`src/rtl/inv_lane_pkg.sv`:
```
// Shared constants and types for the inverting lane arbiter.
package inv_lane_pkg;

  localparam int NUM_CH = 5;
  localparam int ID_W   = 3;

  typedef enum logic [1:0] {
    BUF_EMPTY = 2'd0,
    BUF_ONE   = 2'd1,
    BUF_TWO   = 2'd2
  } buf_state_e;

  localparam logic [ID_W-1:0] CH_A = 3'd0;
  localparam logic [ID_W-1:0] CH_B = 3'd1;
  localparam logic [ID_W-1:0] CH_C = 3'd2;
  localparam logic [ID_W-1:0] CH_D = 3'd3;
  localparam logic [ID_W-1:0] CH_E = 3'd4;

endpackage

```
`src/rtl/inv_lane_arbiter_rr_pick5.sv`:
```
// Combinational rotate-priority picker over five requesters: the search
// starts at ptr_i and wraps from channel E back to channel A.
module rr_pick5
  import inv_lane_pkg::*;
(
  input  logic [NUM_CH-1:0] req_i,
  input  logic [ID_W-1:0]   ptr_i,
  input  logic              en_i,
  output logic [NUM_CH-1:0] gnt_o,
  output logic [ID_W-1:0]   id_o,
  output logic              any_o
);

  logic [ID_W-1:0] base;
  logic [ID_W:0]   idx;

  always_comb begin
    gnt_o = '0;
    id_o  = '0;
    any_o = 1'b0;
    idx   = '0;
    // An out-of-range pointer cannot occur, but falls back to channel A.
    base  = (ptr_i > CH_E) ? CH_A : ptr_i;
    for (int k = 0; k < NUM_CH; k++) begin
      idx = {1'b0, base} + (ID_W+1)'(k);
      if (idx >= (ID_W+1)'(NUM_CH)) idx = idx - (ID_W+1)'(NUM_CH);
      if (en_i && !any_o && req_i[idx[ID_W-1:0]]) begin
        gnt_o[idx[ID_W-1:0]] = 1'b1;
        id_o                 = idx[ID_W-1:0];
        any_o                = 1'b1;
      end
    end
  end

endmodule

```
`src/rtl/inv_lane_arbiter.sv`:
```
// Five-channel round-robin arbiter onto one inverting lane with a two-entry
// response FIFO. Optional per-entry parity is enabled by INV_LANE_PARITY_EN.
module inv_lane_arbiter
  import inv_lane_pkg::*;
#(
  parameter int W = 8
) (
  input  logic                clk,
  input  logic                rst_n,
  input  logic [NUM_CH-1:0]   req,
  input  logic [NUM_CH*W-1:0] req_data,
  output logic [NUM_CH-1:0]   gnt,
  output logic                rsp_valid,
  input  logic                rsp_ready,
  output logic [ID_W-1:0]     rsp_id,
  output logic [W-1:0]        rsp_data
`ifdef INV_LANE_PARITY_EN
  ,
  output logic                rsp_par
`endif
);

  buf_state_e      state_q, state_d;
  logic [ID_W-1:0] ptr_q, ptr_d;
  logic [W-1:0]    data_q [2];
  logic [ID_W-1:0] id_q   [2];

  logic            pop, space, push;
  logic            wr0_new, wr1_new, shift;
  logic [ID_W-1:0] pick_id;
  logic [W-1:0]    push_data;

  assign pop   = (state_q != BUF_EMPTY) && rsp_ready;
  // A full buffer can still accept a word when its head leaves this cycle.
  assign space = (state_q != BUF_TWO) || pop;

  rr_pick5 u_pick (
    .req_i (req),
    .ptr_i (ptr_q),
    .en_i  (rst_n && space),
    .gnt_o (gnt),
    .id_o  (pick_id),
    .any_o (push)
  );

  assign push_data = ~req_data[pick_id*W +: W];

  // Slot 0 is the head; slot 1 shifts forward when the head is popped from TWO.
  assign shift   = (state_q == BUF_TWO) && pop;
  assign wr0_new = push && ((state_q == BUF_EMPTY) || ((state_q == BUF_ONE) && pop));
  assign wr1_new = push && (((state_q == BUF_ONE) && !pop) || shift);

  always_comb begin
    state_d = state_q;
    ptr_d   = ptr_q;
    if (push) ptr_d = (pick_id == CH_E) ? CH_A : pick_id + 1'b1;
    case (state_q)
      BUF_EMPTY: if (push)          state_d = BUF_ONE;
      BUF_ONE: begin
        if (push && !pop)           state_d = BUF_TWO;
        else if (pop && !push)      state_d = BUF_EMPTY;
      end
      BUF_TWO:   if (pop && !push)  state_d = BUF_ONE;
      default:                      state_d = BUF_EMPTY;
    endcase
  end

  always_ff @(posedge clk or negedge rst_n) begin
    if (!rst_n) begin
      state_q   <= BUF_EMPTY;
      ptr_q     <= CH_A;
      data_q[0] <= '0;
      data_q[1] <= '0;
      id_q[0]   <= '0;
      id_q[1]   <= '0;
    end else begin
      state_q <= state_d;
      ptr_q   <= ptr_d;
      if (wr0_new) begin
        data_q[0] <= push_data;
        id_q[0]   <= pick_id;
      end else if (shift) begin
        data_q[0] <= data_q[1];
        id_q[0]   <= id_q[1];
      end
      if (wr1_new) begin
        data_q[1] <= push_data;
        id_q[1]   <= pick_id;
      end
    end
  end

`ifdef INV_LANE_PARITY_EN
  logic par_q [2];

  always_ff @(posedge clk or negedge rst_n) begin
    if (!rst_n) begin
      par_q[0] <= 1'b0;
      par_q[1] <= 1'b0;
    end else begin
      if (wr0_new)    par_q[0] <= ^push_data;
      else if (shift) par_q[0] <= par_q[1];
      if (wr1_new)    par_q[1] <= ^push_data;
    end
  end

  assign rsp_par = par_q[0];
`endif

  assign rsp_valid = (state_q != BUF_EMPTY);
  assign rsp_id    = id_q[0];
  assign rsp_data  = data_q[0];

endmodule

```
`config.mk`:
```
export PLATFORM = sky130hd
export DESIGN_NAME = inv_lane_arbiter
export DESIGN_NICKNAME = d
export VERILOG_FILES = /design/src/rtl/inv_lane_pkg.sv /design/src/rtl/inv_lane_arbiter_rr_pick5.sv /design/src/rtl/inv_lane_arbiter.sv
export SDC_FILE = /design/constraint.sdc
export NUM_CORES = 1
export LEC_CHECK = 0
export CAP_MARGIN = 20
export CELL_PAD_IN_SITES_DETAIL_PLACEMENT = 1
export CELL_PAD_IN_SITES_GLOBAL_PLACEMENT = 2
export CORE_MARGIN = 2
export CORE_UTILIZATION = 28
export CTS_CLUSTER_DIAMETER = 150
export DETAILED_ROUTE_END_ITERATION = 10
export MAX_ROUTING_LAYER = met4
export PLACE_DENSITY_LB_ADDON = 0.1
export SYNTH_ARGS = -nofsm -noshare
export SYNTH_HDL_FRONTEND = slang
export SYNTH_SLANG_ARGS = --single-unit
```
`constraint.sdc`:
```
create_clock -name clk -period 4.7 [get_ports clk]
set_clock_uncertainty 0.1 [all_clocks]
set_input_delay 1.41 -clock clk [delete_from_list [all_inputs] [get_ports clk]]
set_output_delay 1.41 -clock clk [all_outputs]
set_load 0.03 [all_outputs]
```
# Word-level counts from Yosys, hierarchy flattened
# Index checks and enable logic that the tools add are counted.
# word_totals
reg_bits,27
output_inout_bits,17
word_cells,132
# classes
n_addsub,10
n_lt_le_gt_ge,16
n_eq_ne,7
n_shift,1
muxes,51
n_bitwise,5
reduce_logical,36
# ops
cell,n
2-to-1 mux 3 bit,14
indexed part select 40 x 7 -> 8 bit,1
2-to-1 mux 5 bit,5
logical AND 1 bit,23
"less-than comparator 3 x 4 -> 1 bit, second input constant",5
bitwise OR 5 bit,4
">= comparator 4 x 3 -> 1 bit, second input constant",4
2-to-1 mux 8 bit,2
binary-select mux 1 bit (select 3 bit),5
demux 1 bit (select 3 bit),5
">= comparator 3 x 1 -> 1 bit, second input constant",5
2-to-1 mux 1 bit,15
"subtractor 3 bit, second input constant",5
"adder 3 x 2 -> 4 bit, second input constant",2
2-to-1 mux 2 bit,4
inverter 8 bit,1
zero test 1 bit,6
one-hot mux 2 bit (3 select lines),1
"adder 3 x 1 -> 4 bit, second input constant",1
"adder 3 x 3 -> 4 bit, second input constant",1
"!= test 2 bit, second input constant",2
nonzero test 2 bit,2
"adder 3 x 1 -> 3 bit, second input constant",1
"== test 3 bit, second input constant",1
9 further kinds,11

# Depth between registers and ports, before layout
# depth
word_depth,29
ltp_mapped,19

# By module
# Synthesis repeated with hierarchy kept, for this count alone.
# hier_totals
hier_cells,342
hier_area_um2,2854.0
# modules_own_cells
mod,n_inst,cells_per_inst,area_per_inst_um2
inv_lane_arbiter,1,162,1649.1
rr_pick5,1,180,1204.9

# Worst setup path after synthesis
# No wires, ideal clock.
# synth_path
path_type,reg-to-output
startpoint,register ptr_q[0]
endpoint,output port gnt[1]
t_arrival_ns,3.431
required_ns,3.190
path_slack_ns,-0.241
path_stages_with_launch,13
path_buffers,2
cell_sequence,dfrtp_1 -> buf_2 -> nor3b_4 -> inv_2 -> ha_1 -> clkbuf_1 -> inv_1 -> a211oi_2 -> nor3_1 -> a211o_1 -> a221oi_4 -> nand3_1 -> o21ai_0
# synth_via
elab_chain_cells,24
elab_cells_between_ends,82
# synth_lines
item,line_no,source
start: declaration,inv_lane_arbiter.sv:24,"logic [ID_W-1:0] ptr_q, ptr_d;"
start signal: assignment,inv_lane_arbiter.sv:78,ptr_q <= ptr_d;
greater-than comparator 3 bit,inv_lane_arbiter_rr_pick5.sv:23,base = (ptr_i > CH_E) ? CH_A : ptr_i;
2-to-1 mux 3 bit (*),inv_lane_arbiter_rr_pick5.sv:23,
"parallel branches: the longest is 21 deep, another holds adder 3 x 1 -> 4 bit",-,
2-to-1 mux 5 bit (*),inv_lane_arbiter_rr_pick5.sv:27,if (en_i && !any_o && req_i[idx[ID_W-1:0]]) begin
end: declaration,inv_lane_arbiter.sv:12,"output logic [NUM_CH-1:0] gnt,"
# Mark *: on every way between the ends. The select of a mux whose other input is x is not followed.

# Worst setup path in the final report
# layout_path
startpoint,input port req[4]
endpoint,output port gnt[2]
# layout_via
elab_chain_cells,20
elab_cells_between_ends,36
# layout_lines
item,line_no,source
start: declaration,inv_lane_arbiter.sv:10,"input logic [NUM_CH-1:0] req,"
binary-select mux 1 bit (select 3 bit),inv_lane_arbiter_rr_pick5.sv:27,
2-to-1 mux 1 bit (not written as such),inv_lane_arbiter_rr_pick5.sv:27,
logical AND 1 bit,inv_lane_arbiter_rr_pick5.sv:27,
2-to-1 mux 1 bit,inv_lane_arbiter_rr_pick5.sv:27,
zero test 1 bit,inv_lane_arbiter_rr_pick5.sv:27,
logical AND 1 bit (2 in series),inv_lane_arbiter_rr_pick5.sv:27,
2-to-1 mux 1 bit,inv_lane_arbiter_rr_pick5.sv:27,
zero test 1 bit,inv_lane_arbiter_rr_pick5.sv:27,
logical AND 1 bit (2 in series),inv_lane_arbiter_rr_pick5.sv:27,
2-to-1 mux 1 bit,inv_lane_arbiter_rr_pick5.sv:27,
zero test 1 bit,inv_lane_arbiter_rr_pick5.sv:27,
logical AND 1 bit (2 in series),inv_lane_arbiter_rr_pick5.sv:27,
2-to-1 mux 1 bit,inv_lane_arbiter_rr_pick5.sv:27,
zero test 1 bit,inv_lane_arbiter_rr_pick5.sv:27,
logical AND 1 bit (2 in series),inv_lane_arbiter_rr_pick5.sv:27,
2-to-1 mux 5 bit (*),inv_lane_arbiter_rr_pick5.sv:27,
# Every way passes the cells marked *; elsewhere a longest branch is shown, timed or not. The select of a mux whose other input is x is not followed.

==> flow_results.org <==
** Outcome
- The run finished, with violations left.
- The checks that failed: negative setup slack.

** Worst setup path
- Cell count of the worst reg-to-reg path :: 17
- The setup path with the least slack is of type primary input to primary output.
- On the worst path, the slowest cell contributes a delay of 0.56 ns.
- The worst setup path is captured at a primary output.
- Most Frequent Cell on Critical Path :: buf_6
- For the worst setup path, the data arrival time is 3.42 ns.
- In this run the worst path has a maximum fanout of 3.
- The critical path goes through clkdlybuf4s15_1 -> nand2_1 -> mux2i_1 -> a22oi_2 -> or4b_4 -> and4_4 -> buf_6 -> a311o_2 -> buf_6.
- Setup slack on the worst reg-to-reg path comes out at 0.28 ns.
- Worst reg2reg endpoint :: rsp_data[5]
- Data required time at the worst endpoint :: 3.19 ns
- Reg-to-Reg Start :: ptr_q[0]
- Critical-path top delay cell :: or4b_4
- STA classifies the critical path startpoint as a primary input.

** Drt
- After detailed routing, the total wire length is 11610 um.
- Detail-routed net length per standard cell :: 19.13 um
- Before antenna repair, the detailed router went through 4 iterations.
- DRC marker count from the first detailed-route iteration :: 124
- Detailed routing inserted a total of 3243 vias.
- Drt via density :: 5.343
- The detail route stage leaves a number of antenna-violating nets equal to 0.
- DRC violation count after routing :: 0

** Logic synthesis
- Most frequent cell after synthesis :: dfrtp_1
- Yosys mapped a number of flops with a built-in enable equal to 0.
- The biggest area contributor in the post-synthesis netlist is dfrtp_1.
- After synthesis the netlist holds a flip-flop and latch count of 27.
- Post-Synthesis Net Count :: 396
- Sequential cells were found to cover 22.95% of the synthesized design area.
- By area the synthesized netlist is led by dfrtp_1 (23%), mux2i_1 (8.5%), mux2_2 (5.0%).
- Synth Cell Area :: 2944 um2
- Average cell area after synthesis :: 8.710 um2
- Yosys printed 0 warnings.
- Top_reg_cell synth :: dfrtp_1
- Adder-cell share of the synthesized area :: 4.250%
- Area fraction in and, or, nand and nor cells after synthesis :: 22.06%
- Share of Yosys cell area claimed by the top area cell type :: 22.95%
- In the synthesized netlist, mux cells make up 13.47% of the area.
- Compound-Gate Fraction of Synth Area :: 28.18%
- Summing the areas of all xor and xnor instances in the mapped netlist gives 0.5950% of the synthesized area.
- Library cells used by synthesis :: 76
- Counting flops with an async set or reset pin after synthesis yields a share of 100.0%.
- In the synthesized netlist, the number of instances is 338.
- After synthesis, the largest family of logic cells by area is compound AO/OA/AOI/OAI gates.
- Top cells by count, synth :: dfrtp_1 (27), mux2i_1 (25), nand2_1 (23), nor2_1 (19), nand3_1 (18)

** Floorplan
- The die is 106.5 um wide.
- Row generation in the floorplan step produced 37 rows.
- 65 I/O pins were placed.
- The total area inside the core boundary comes to 10280 um2.
- The die covers 11350 um2.
- Once the floorplan was initialized, standard cells occupied 28.65% of the core.
- Measured along the y axis, the die boundary spans 106.5 um.

** CTS
- The clock passes through at most 2 buffers.
- Sink Count :: 27
- Clock tree from TritonCTS :: yes
- After clock tree synthesis, the clock-pin slew on the worst setup and hold paths is 0.10 ns.
- Hold-fix buffers at CTS :: 0
- CTS Buf Count :: 3
- At the later pin of the worst-skew pair, clock insertion delay measures 0.28 ns.
- The tree is rooted in a clkbuf_8.
- Maximum level of the CTS H-tree :: 1

** Global routing
- Total routing resource utilization after global routing :: 21.09%
- Grt ovf :: 0
- Entering global routing, the biggest net connects 28 pins.
- Wire length of the first global-routing pass :: 18370 um
- The initial antenna violation count came to 0.
- The number of global-route vias before repair was 3441.

** STA
- On the final layout, the worst hold slack is 0.4106 ns.
- Worst setup margin :: -0.2328 ns
- Setup repair after global routing could not meet its margin everywhere.
- The final-report hold violation count came to 0.
- Number of max-slew violations in the final report :: 0
- Final setup violation count :: 5
- At the pin with the least slew margin, the transition time is 0.6988 ns.
- Of the available clock period, the critical path in the final layout requires 105.0%.
- Based on the critical path, the design can be clocked at up to 0.2027 GHz.
- Headroom to the max-slew limit :: 53.41%
- Final worst path period need :: 4.933 ns

** Placed design
- At the placement stage, the worst setup path has a slack of -0.7556 ns.
- Placer's final routability congestion estimate :: 0.8543
- Count of input and output buffers :: 64
- Once detailed placement completed, the half-perimeter wirelength came to 8843 um.

** Layout
- After the last flow step, the layout net total stands at 530.
- Share of layout cells above drive strength 1 :: 39.49%
- Layout Area Growth over Synthesis :: 61.11%
- The repair_antennas step left the layout with diodes totalling 0.
- Counting the fill cells in the layout gives 1212.

** Min path
- Worst Min Path Start :: id_q[0]
- For hold timing, the worst endpoint is id_q[0].
- Worst hold-check path type :: register to register
- Hold Path Stages :: 2

** Job
- Across the run, the number of max-cap violations was 0.
-- what timing repair did --
action	in CTS	in global routing
gates resized for setup	74	16
buffers inserted	10	2
pin swaps	30	12
setup endpoints to repair	6	5
gates cloned	0	0
-- layout by cell type (no fill, tap or decap), drive strengths merged, types with 3 or more instances in the layout --
| cell | synthesis | routed |
|---|---|---|
| clkbuf | 8 | 3 |
| nor2 | 19 | 19 |
| a211oi | 3 | 3 |
| nor2b | 6 | 6 |
| clkdlybuf4s50 | 0 | 52 |
| clkdlybuf4s15 | 0 | 5 |
| a221oi | 5 | 5 |
| or4b | 4 | 4 |
| nand4 | 3 | 3 |
| nor3 | 14 | 14 |
| a22o | 5 | 5 |
| o31ai | 4 | 4 |
| nand3 | 18 | 18 |
| o21ba | 3 | 3 |
| a21oi | 13 | 13 |
| buf | 23 | 102 |
| nand2b | 6 | 6 |
| and3 | 3 | 3 |
| a22oi | 4 | 4 |
| o21ai | 17 | 17 |
| a311o | 6 | 6 |
| ha | 10 | 10 |
| nor4b | 3 | 3 |
| nand2 | 24 | 24 |
| inv | 14 | 14 |
| and2 | 3 | 3 |
| o221ai | 5 | 5 |
| mux2 | 13 | 13 |
| a21o | 3 | 3 |
| dfrtp | 27 | 27 |
| a221o | 7 | 7 |
| mux2i | 25 | 25 |
-- state kept, by name, summed over array words and instances (netlist names) --
| register | cells |
|---|---|
| rsp_id | 3 |
| state_q | 2 |
| id_q | 3 |
| data_q | 8 |
| rsp_data | 8 |
| ptr_q | 3 |
-- stage by stage --
stage	setup TNS (ns)	cells	utilization, %	cell area [um2]
2_1_floorplan	-0.1027	338	-	2977
3_3_place_gp	-6.228	591	41.19	4233
3_5_place_dp	-7.487	591	41.19	4233
4_1_cts	-0.7364	605	45.14	4639
5_1_grt	-1.342	607	46.15	4743
6_report	-0.7939	607	46.15	4743
-- worst max path at each step --
stage,start,depth (start not counted),end,slack (ns)
floorplan,ptr_q[0],11,gnt[0],-0.05
global placement,req[1],10,gnt[2],-0.70
detailed placement,req[1],10,gnt[2],-0.76
CTS,ptr_q[2],14,gnt[2],-0.20
global route,ptr_q[2],12,gnt[2],-0.31
finish,req[4],9,gnt[2],-0.23
-- cell families after synthesis --
family / count (synthesis)
xor gates and xnor gates: 2
and+or+nand+nor: 116
buffers and inverters: 45
adders and majority gates: 10
muxes: 38
DFF: 27
AOI/OAI and AO/OA: 100
-- worst max-delay path: cells and delay by family --
kind	cells	cell delay [ns]
and+or+nand+nor	3	0.82
AOI/OAI and AO/OA	2	0.54
buffers and inverters	3	0.48
muxes	1	0.16
-- metal layers --
layer	vias to the layer above	routed length, um	track usage [%]
met5	-	0	-
met4	0	117	3.618
met3	10	473	2.636
met2	77	5508	34.34
met1	1608	5509	28.58
li1	1548	-	-
-- cell type report --
| type | instances | area [um2] | area share [%] |
|---|---|---|---|
| multi-input combinational | 266 | 2386 | 50.30 |
| inverter | 14 | 55.05 | 1.161 |
| timing repair buffer | 160 | 1406 | 29.65 |
| tap | 136 | 170.2 | 3.587 |
| sequential | 27 | 679.4 | 14.32 |
| clock buffer | 3 | 41.29 | 0.8705 |
| clock inverter | 1 | 5.005 | 0.1055 |
Power is not shown: default switching activity piles up to over one toggle a cycle in this logic, so the estimate is an artifact.
